===== config.mk =====
export PLATFORM = sky130hd
export DESIGN_NAME = fifo_wr_arbiter
export DESIGN_NICKNAME = d
export VERILOG_FILES = /design/src/rtl/fifo_pkg.sv /design/src/rtl/rr_priority_picker.sv /design/src/rtl/fifo_wr_arbiter.sv
export SDC_FILE = /design/constraint.sdc
export NUM_CORES = 1
export LEC_CHECK = 0
export CORE_ASPECT_RATIO = 2
export CORE_MARGIN = 1
export CORE_UTILIZATION = 46
export DETAILED_ROUTE_END_ITERATION = 8
export PLACE_DENSITY = 0.84
export SETUP_SLACK_MARGIN = 0.5
export SLEW_MARGIN = 10
export SYNTH_ARGS = -nofsm -noshare
export SYNTH_HDL_FRONTEND = slang
export SYNTH_SLANG_ARGS = --single-unit
export TNS_END_PERCENT = 20

===== constraint.sdc =====
create_clock -name wclk -period 5.5 [get_ports wclk]
set_input_delay 0.825 -clock wclk [delete_from_list [all_inputs] [get_ports wclk]]
set_output_delay 0.825 -clock wclk [all_outputs]
set_load 0.05 [all_outputs]

===== src/rtl/fifo_pkg.sv =====
// Shared types and helpers for the async FIFO write-side logic.
// State encodings, a constant-foldable clog2 and default widths.
package fifo_pkg;

    typedef enum logic {
        IDLE  = 1'b0,
        BURST = 1'b1
    } arb_state_t;

    localparam int DEF_NUM_REQ    = 4;
    localparam int DEF_DATA_WIDTH = 8;
    localparam int DEF_BURST_MAX  = 8;

    function automatic int clog2(input int v);
        int r;
        r = 0;
        for (int i = 0; i < 31; i++) begin
            if ((1 << i) < v) begin
                r = i + 1;
            end
        end
        return r;
    endfunction

endpackage


===== src/rtl/rr_priority_picker.sv =====
// Combinational round-robin pick: first set bit of req at or after
// start, wrapping; returns one-hot, index and any_valid.
module rr_priority_picker
    import fifo_pkg::*;
#(
    parameter int N  = 4,
    parameter int IW = clog2(N)
) (
    input  logic [N-1:0]  req,
    input  logic [IW-1:0] start,
    output logic [N-1:0]  onehot,
    output logic [IW-1:0] idx,
    output logic          any_valid
);

    int j;

    always_comb begin
        onehot    = '0;
        idx       = '0;
        any_valid = 1'b0;
        j         = 0;
        for (int i = 0; i < N; i++) begin
            j = int'(start) + i;
            if (j >= N) begin
                j = j - N;
            end
            if (!any_valid && req[j]) begin
                any_valid = 1'b1;
                idx       = IW'(j);
                onehot[j] = 1'b1;
            end
        end
    end

endmodule


===== src/rtl/fifo_wr_arbiter.sv =====
// Round-robin, burst-aware owner of the async FIFO write port.
// Define FIFO_WR_ARB_STATS_EN to add saturating stall/grant counters.
module fifo_wr_arbiter
    import fifo_pkg::*;
#(
    parameter  int NUM_REQ    = DEF_NUM_REQ,
    parameter  int DATA_WIDTH = DEF_DATA_WIDTH,
    parameter  int BURST_MAX  = DEF_BURST_MAX,
    localparam int IW         = clog2(NUM_REQ)
) (
    input  logic                          wclk,
    input  logic                          wrst_n,
    input  logic [NUM_REQ-1:0]            req_valid,
    input  logic [NUM_REQ-1:0]            req_last,
    input  logic [NUM_REQ*DATA_WIDTH-1:0] req_data,
    output logic [NUM_REQ-1:0]            req_ready,
    input  logic                          wfull,
    output logic                          winc,
    output logic [DATA_WIDTH-1:0]         wdata,
    output logic [IW-1:0]                 grant_id,
`ifdef FIFO_WR_ARB_STATS_EN
    output logic [15:0]                   stall_cnt,
    output logic [15:0]                   grant_cnt,
`endif
    output logic                          busy
);

    localparam int BW = clog2(BURST_MAX + 1);

    arb_state_t           state, state_nx;
    logic [IW-1:0]        owner, owner_nx;
    logic [NUM_REQ-1:0]   owner_oh, owner_oh_nx;
    logic [IW-1:0]        rr_ptr, rr_ptr_nx;
    logic [BW-1:0]        beat_cnt, beat_cnt_nx;
    logic [NUM_REQ-1:0]   pick_oh;
    logic [IW-1:0]        pick_idx;
    logic                 pick_any;
    logic                 in_burst;
    logic                 own_valid;
    logic                 own_last;
    logic [DATA_WIDTH-1:0] own_data;
    logic                 xfer;
    logic                 burst_done;
    logic [IW-1:0]        owner_inc;

    rr_priority_picker #(
        .N  (NUM_REQ),
        .IW (IW)
    ) u_pick (
        .req       (req_valid),
        .start     (rr_ptr),
        .onehot    (pick_oh),
        .idx       (pick_idx),
        .any_valid (pick_any)
    );

    assign in_burst  = (state == BURST);
    assign own_valid = req_valid[owner];
    assign own_last  = req_last[owner];
    assign own_data  = req_data[owner*DATA_WIDTH +: DATA_WIDTH];
    assign xfer      = in_burst & own_valid & ~wfull;

    // Exit on last beat, on the BURST_MAX-th beat, or on owner release.
    assign burst_done = (xfer & (own_last |
                        (beat_cnt == BW'(BURST_MAX - 1))))
                      | (in_burst & ~own_valid);

    assign owner_inc = (owner == IW'(NUM_REQ - 1)) ? '0
                                                   : owner + 1'b1;

    assign winc      = xfer;
    assign wdata     = xfer ? own_data : '0;
    assign req_ready = (in_burst & ~wfull) ? owner_oh : '0;
    assign grant_id  = owner;
    assign busy      = in_burst;

    always_comb begin
        state_nx    = state;
        owner_nx    = owner;
        owner_oh_nx = owner_oh;
        rr_ptr_nx   = rr_ptr;
        beat_cnt_nx = beat_cnt;
        unique case (state)
            IDLE: begin
                if (pick_any) begin
                    state_nx    = BURST;
                    owner_nx    = pick_idx;
                    owner_oh_nx = pick_oh;
                end
            end
            BURST: begin
                if (burst_done) begin
                    state_nx    = IDLE;
                    rr_ptr_nx   = owner_inc;
                    beat_cnt_nx = '0;
                end else if (xfer) begin
                    beat_cnt_nx = beat_cnt + 1'b1;
                end
            end
            default: ;
        endcase
    end

    always_ff @(posedge wclk or negedge wrst_n) begin
        if (!wrst_n) begin
            state    <= IDLE;
            owner    <= '0;
            owner_oh <= '0;
            rr_ptr   <= '0;
            beat_cnt <= '0;
        end else begin
            state    <= state_nx;
            owner    <= owner_nx;
            owner_oh <= owner_oh_nx;
            rr_ptr   <= rr_ptr_nx;
            beat_cnt <= beat_cnt_nx;
        end
    end

`ifdef FIFO_WR_ARB_STATS_EN
    logic stall_hit;
    logic grant_hit;

    assign stall_hit = in_burst & own_valid & wfull;
    assign grant_hit = (state == IDLE) & pick_any;

    always_ff @(posedge wclk or negedge wrst_n) begin
        if (!wrst_n) begin
            stall_cnt <= '0;
            grant_cnt <= '0;
        end else begin
            if (stall_hit && stall_cnt != 16'hFFFF) begin
                stall_cnt <= stall_cnt + 16'd1;
            end
            if (grant_hit && grant_cnt != 16'hFFFF) begin
                grant_cnt <= grant_cnt + 16'd1;
            end
        end
    end
`endif

endmodule


==> results of run 1 <==
[synthesized netlist by cell type (4+ instances only)]
master    count
a21oi_1       6
a22oi_1       4
and2_1        6
and3_1        8
clkbuf_1      5
dfrtp_1      13
ha_1         10
inv_1         5
mux4_2       14
nand2_1       8
nor2b_1       8
o21a_1        4
o21ai_0       9
o221ai_1      4
[layout make-up]
cell class              instances  area [um^2]  area share, %
well taps                      29         36.3           1.84
inverters                       5         18.8          0.950
flip-flops and latches         13          325           16.5
repair buffers                 58          581           29.4
multi-input cells             105          970           49.1
clock buffers                   4         45.0           2.28
[sequential cells by signal (all words and copies together) (netlist names)]
signal and cells:
busy 1, rr_ptr 2, beat_cnt 4, grant_id 2, owner_oh 4
[how the worst min path moves through the flow]
stage | to
finish | owner_oh[0]
global route | owner_oh[0]
CTS | owner_oh[0]
detailed placement | owner_oh[0]
global placement | owner_oh[1]
floorplan | owner_oh[0]
[power by group through the flow]
stage,registers [mW],clock network (mW),logic (mW)
final,0.231,0.0836,0.709
after CTS,0.232,0.0847,0.711
after global placement,0.227,0,0.682
after global routing,0.245,0.0885,0.761
after floorplan,0.206,0,0.553
after detailed placement,0.233,0,0.710
[routing by layer]
| layer | GRT usage, % | wire length (um) | vias to the layer above |
|---|---|---|---|
| met5 | 0 | 0 | - |
| met4 | 13.3 | 85 | 0 |
| met3 | 7.26 | 418 | 8 |
| met2 | 49.7 | 2220 | 75 |
| met1 | 22.2 | 1130 | 645 |
| li1 | - | - | 615 |
[worst max-delay path: cells and delay by family]
| family | cells | cell delay, ns |
|---|---|---|
| buf+inv | 2 | 1.26 |
| simple gates | 2 | 0.80 |
[through the flow]
stage | instance area [um^2] | setup slack, ns | util (%) | std cells
floorplan | 1360 | 2.54 | - | 131
global placement | 1930 | 1.85 | 69.7 | 210
detailed placement | 1930 | 1.80 | 69.7 | 210
CTS | 1980 | 1.80 | 71.3 | 214
global route | 1980 | 1.69 | 71.3 | 214
finish | 1980 | 1.79 | 71.3 | 214
[cell families after synthesis]
| family | synth area share, % |
|---|---|
| AOI/OAI and AO/OA | 17.6 |
| buffers and inverters | 4.70 |
| muxes | 27.4 |
| and+or+nand+nor | 17.1 |
| adders and majority gates | 9.21 |
| DFF | 23.9 |
==> impl_metrics.tcl, run 1 <==
set metrics [dict create \
    outcome "complete, no violations" \
    antenna_found_initial 0 \
    synthCells 131 \
    grt_use_total_pct 26.6 \
    finalSetupViolCount 0 \
    worstPathMaxFanout 14 \
    rsz0062_at_grt "no" \
    grt_pass1_vias 1369 \
    die_area_mm2 0.00319 \
    hold_path_depth 1 \
    cp_slowest_stage_delay_ns 0.80 \
    clkPwrFrac_pct 8.2 \
    synth-main-ff-cell "dfrtp_1" \
    nFillCells 216 \
    critPathLaunch "wfull" \
    wl_per_cell_um 18.0 \
    drc 0 \
    worstMarginPinSlew_ns 0.752 \
    start_util_pct 49.1 \
    maxCapViolCount 0 \
    syn_area_per_cell_um2 10.4 \
    slew_violations 0 \
    r2r_setup_slack_ns 2.28 \
    place.gp.congestion 0.787 \
    drive_gt1_share_pct 11.9 \
    path_common_cell "clkdlybuf4s50_1" \
    rr_worst_depth 7 \
    slowest_stage "clkdlybuf4s50_1" \
    setup.worst_path.start_class "input port" \
    rr_endpoint "grant_id[0]" \
    antenna_cells 0 \
    required_ns 4.68 \
    synth_area_mm2 0.00136 \
    synthesis.nets 184 \
    num_io_pins 59 \
    drt_iter0_drc 35 \
    clk_latency_ns 0.24 \
    p_seq_share_pct 22.5 \
    worstSetupPathType "input port to output port" \
    dieWidth_um 40.4 \
    dr.pass1.iters 4 \
    row_count 27 \
    dp_hpwl_um 3210 \
    die_h_um 78.9 \
    cts_max_level 1 \
    peakVddDrop_uv 386 \
    finClkSkew_ns 0.00154 \
    cts_resized 0 \
    swShare_pct 49.6 \
    post_drt_via_cell_ratio 6.28 \
    worstHoldStart "owner_oh[0]" \
    relSlewSlack_pct 49.8 \
    final_common_cell "clkdlybuf4s50_1" \
    hp-class "flop to flop" \
    fin_hold_ws_ns 0.477 \
    p_per_area_mw_per_mm2 518 \
    synth_edf_count 0 \
    ys_seq_area_share_pct 23.9 \
    ys_seq_elements 13 \
    cts_made_buffers 3 \
    p_sw_uw 508 \
    endpoint_kind "output port" \
    fin_crit_ns 3.71 \
    clk_pin_slew_ns 0.05 \
    intPower_uw 516 \
    hold_viol 0 \
    power.leakage_nw 0.801 \
    fin_nets 239 \
    r2r-start "rr_ptr[0]" \
    grt_pass1_wl_um 5920 \
    fin_crit_sh_pct 67.4 \
    overflow 0 \
    endpoint "wdata[5]" \
    cts_hold_buffers 0 \
    final_cell_mix "58 x clkdlybuf4s50_1, 14 x mux4_2, 13 x dfrtp_1" \
    numPortBuffers 58 \
    async_reset_ff_share_pct 100 \
    cts.sinks 13 \
    area_growth_pct 45.4 \
    grt_max_degree 15 \
    total_power_mw 1.02 \
    synth_warnings 0 \
    cp_cell_sequence "clkdlybuf4s50_1, nor2b_1, and3_1, clkdlybuf4s50_1" \
    postCtsSetupRepairBufs 0 \
    wl_um 3850 \
    synth_area_leader_cell "dfrtp_1" \
    root_buffer "clkbuf_8" \
    core_area_mm2 0.00277 \
    cp.arrival_ns 2.88 \
    combPwrFrac_pct 69.3 \
    setup_tns_ns 0 \
    clockBufferDepth 2 \
    ys_top_cells_by_area "dfrtp_1 24%, mux4_2 23%, ha_1 9.2%" \
    ant_nets 0 \
    fmax_mhz 270 \
    via_count 1343 \
    synth_top_area_share_pct 23.9 \
    synth_cell_types 33 \
    cts_tree "yes" \
]
Power figures use the tool's default switching activity.
==> run 2: changes to the inputs <==
--- a/config.mk
+++ b/config.mk
@@ -7,9 +7,9 @@
 export LEC_CHECK = 0
 export CORE_ASPECT_RATIO = 2
 export CORE_MARGIN = 1
-export CORE_UTILIZATION = 46
+export CORE_UTILIZATION = 42
 export DETAILED_ROUTE_END_ITERATION = 8
-export PLACE_DENSITY = 0.84
+export PLACE_DENSITY = 0.78
 export SETUP_SLACK_MARGIN = 0.5
 export SLEW_MARGIN = 10
 export SYNTH_ARGS = -nofsm -noshare
==> constraint.sdc (replaced) <==
create_clock -name wclk -period 3.85 [get_ports wclk]
set_input_delay 0.5775 -clock wclk [delete_from_list [all_inputs] [get_ports wclk]]
set_output_delay 0.5775 -clock wclk [all_outputs]
set_load 0.05 [all_outputs]
==> run 2 against run 1 <==
- die area grew 9.2%
- routed wire length shrank 2.3%
- power grew 43%
- flip-flop and latch count is the same
- clock power grew 41%
- critical path depth is the same
- global-route usage shrank 3.9 points
- design area grew 0.63%
- via count shrank 1.5%
- setup slack lost 1.1 ns
- critical path type unchanged
- critical endpoint is now wdata[3]
- largest power group unchanged
==> impl_metrics.tcl, run 2 (same netlist as run 1, synthesis figures left out) <==
set metrics [dict create \
    cp.buffers_inverters 2 \
    place.gp.congestion 0.787 \
    cts_made_buffers 3 \
    die_h_um 82.4 \
    setup_tns_ns 0 \
    overflow 0 \
    row_count 28 \
    r2r-start "rr_ptr[1]" \
    path_common_cell "clkdlybuf4s50_1" \
    finalWorstSetupSlack_ns 0.651 \
    r2r_setup_slack_ns 0.88 \
    cp_cell_sequence "clkdlybuf4s50_1, mux4_2, and3_1, clkdlybuf4s50_1" \
    cts_tree "yes" \
    cts.sinks 13 \
    dr.pass1.iters 4 \
    dr_wl_met3_um 265 \
    outcome "complete, no violations" \
    root_buffer "clkbuf_8" \
    start_util_pct 45.1 \
    power.leakage_nw 0.806 \
    setup.worst_path.start_class "input port" \
    endpoint "wdata[3]" \
    fin_crit_sh_pct 83.1 \
    slew_violations 0 \
    core_area_mm2 0.00301 \
    via_count 1323 \
    rsz0062_at_grt "no" \
    rr_endpoint "grant_id[0]" \
    pre_cts_slack_ns 0.592 \
    grt_pass1_wl_um 5980 \
    cts_hold_buffers 0 \
    required_ns 3.27 \
    cp_slowest_stage_delay_ns 0.70 \
    wl_um 3760 \
    drt_iter0_drc 22 \
    drive_gt1_share_pct 13.4 \
    finalSetupViolCount 0 \
    grt_max_degree 15 \
    ant_nets 0 \
    reg_top3 "beat_cnt: 4 flops, owner_oh: 4 flops" \
    p_per_area_mw_per_mm2 737 \
    maxCapViolCount 0 \
    num_io_pins 59 \
    cts_max_level 1 \
    clockBufferDepth 2 \
    fin_nets 240 \
    postLayoutCellArea_mm2 0.00199 \
    antenna_cells 0 \
    dp_hpwl_um 3140 \
    finClkSkew_ns 0.00484 \
    area_growth_pct 46.3 \
    clk_latency_ns 0.24 \
    fin_crit_ns 3.20 \
    wl_per_cell_um 17.4 \
    grt_use_total_pct 22.8 \
    critPathLaunch "req_valid[0]" \
    cp.arrival_ns 2.62 \
    cp_num_cells 4 \
    numPortBuffers 58 \
    place_area_mm2 0.00194 \
    maxUsedRoutingLayer "met4" \
    rr_worst_depth 7 \
    drc 0 \
    cp_top_family "buffers and inverters" \
    grt_pass1_vias 1338 \
    wl_met1_um 1260 \
    hold_viol 0 \
    worstSetupPathType "input port to output port" \
    fmax_mhz 313 \
    clk_pin_slew_ns 0.05 \
    worstPathMaxFanout 12 \
    antenna_found_initial 0 \
    worstMarginPinSlew_ns 0.579 \
    final_cell_mix "58 x clkdlybuf4s50_1, 14 x mux4_2, 12 x dfrtp_1" \
    peakVddDrop_uv 517 \
    die_area_mm2 0.00348 \
    dieWidth_um 42.2 \
    hp-class "flop to flop" \
    endpoint_kind "output port" \
    post_drt_via_cell_ratio 6.13 \
    slowest_stage "clkdlybuf4s50_1" \
    final_common_cell "clkdlybuf4s50_1" \
    met2WireLength_um 2210 \
    relSlewSlack_pct 61.3 \
]
run 2: cell types whose count changed in the layout (fill, tap and decap cells not counted):
cell	delta
nor2b_2	+1
dfrtp_2	+1
dfrtp_1	-1
buf_4	+1
nor2b_1	-1
run 2: repair_timing:
item	in CTS	in global routing
setup endpoints to repair	0	9
resized for setup	0	2
setup buffers	0	0
run 2: how the worst min path moves through the flow:
stage                     start     endpoint  depth (start not counted)
floorplan                wrst_n  beat_cnt[0]                          0
global placement    owner_oh[3]  owner_oh[3]                          1
detailed placement  owner_oh[1]  owner_oh[1]                          1
CTS                 owner_oh[2]  owner_oh[2]                          1
global route        owner_oh[2]  owner_oh[2]                          1
finish              owner_oh[2]  owner_oh[2]                          1
run 2: power breakdown:
part / internal (mW) / leakage (nW) / switching [mW]
Clock: 0.0729 / 0.0228 / 0.0456
Combinational: 0.481 / 0.622 / 0.562
Sequential: 0.192 / 0.162 / 0.113
Total: 0.746 / 0.806 / 0.720
run 2: per-layer routing:
layer,global-route usage (%),up-vias
met5,0,-
met4,9.06,0
met1,18.9,643
met3,4.78,2
li1,-,612
met2,48.6,66
run 2: cell type report:
class / instances / area [um^2]
sequential: 13 / 327
fill: 243 / 1020
tap: 30 / 37.5
timing repair buffer: 59 / 588
clock buffer: 4 / 45.0
inverter: 5 / 18.8
multi-input combinational: 105 / 972
run 2: through the flow:
step	hold WS, ns	power, mW	cells	utilization, %
6_report	0.482	1.47	216	66.0
5_1_grt	0.496	1.57	216	66.0
4_1_cts	0.487	1.47	216	65.9
3_5_place_dp	0.476	1.35	212	64.4
3_3_place_gp	0.469	1.31	212	64.4
2_1_floorplan	0.282	1.08	131	-
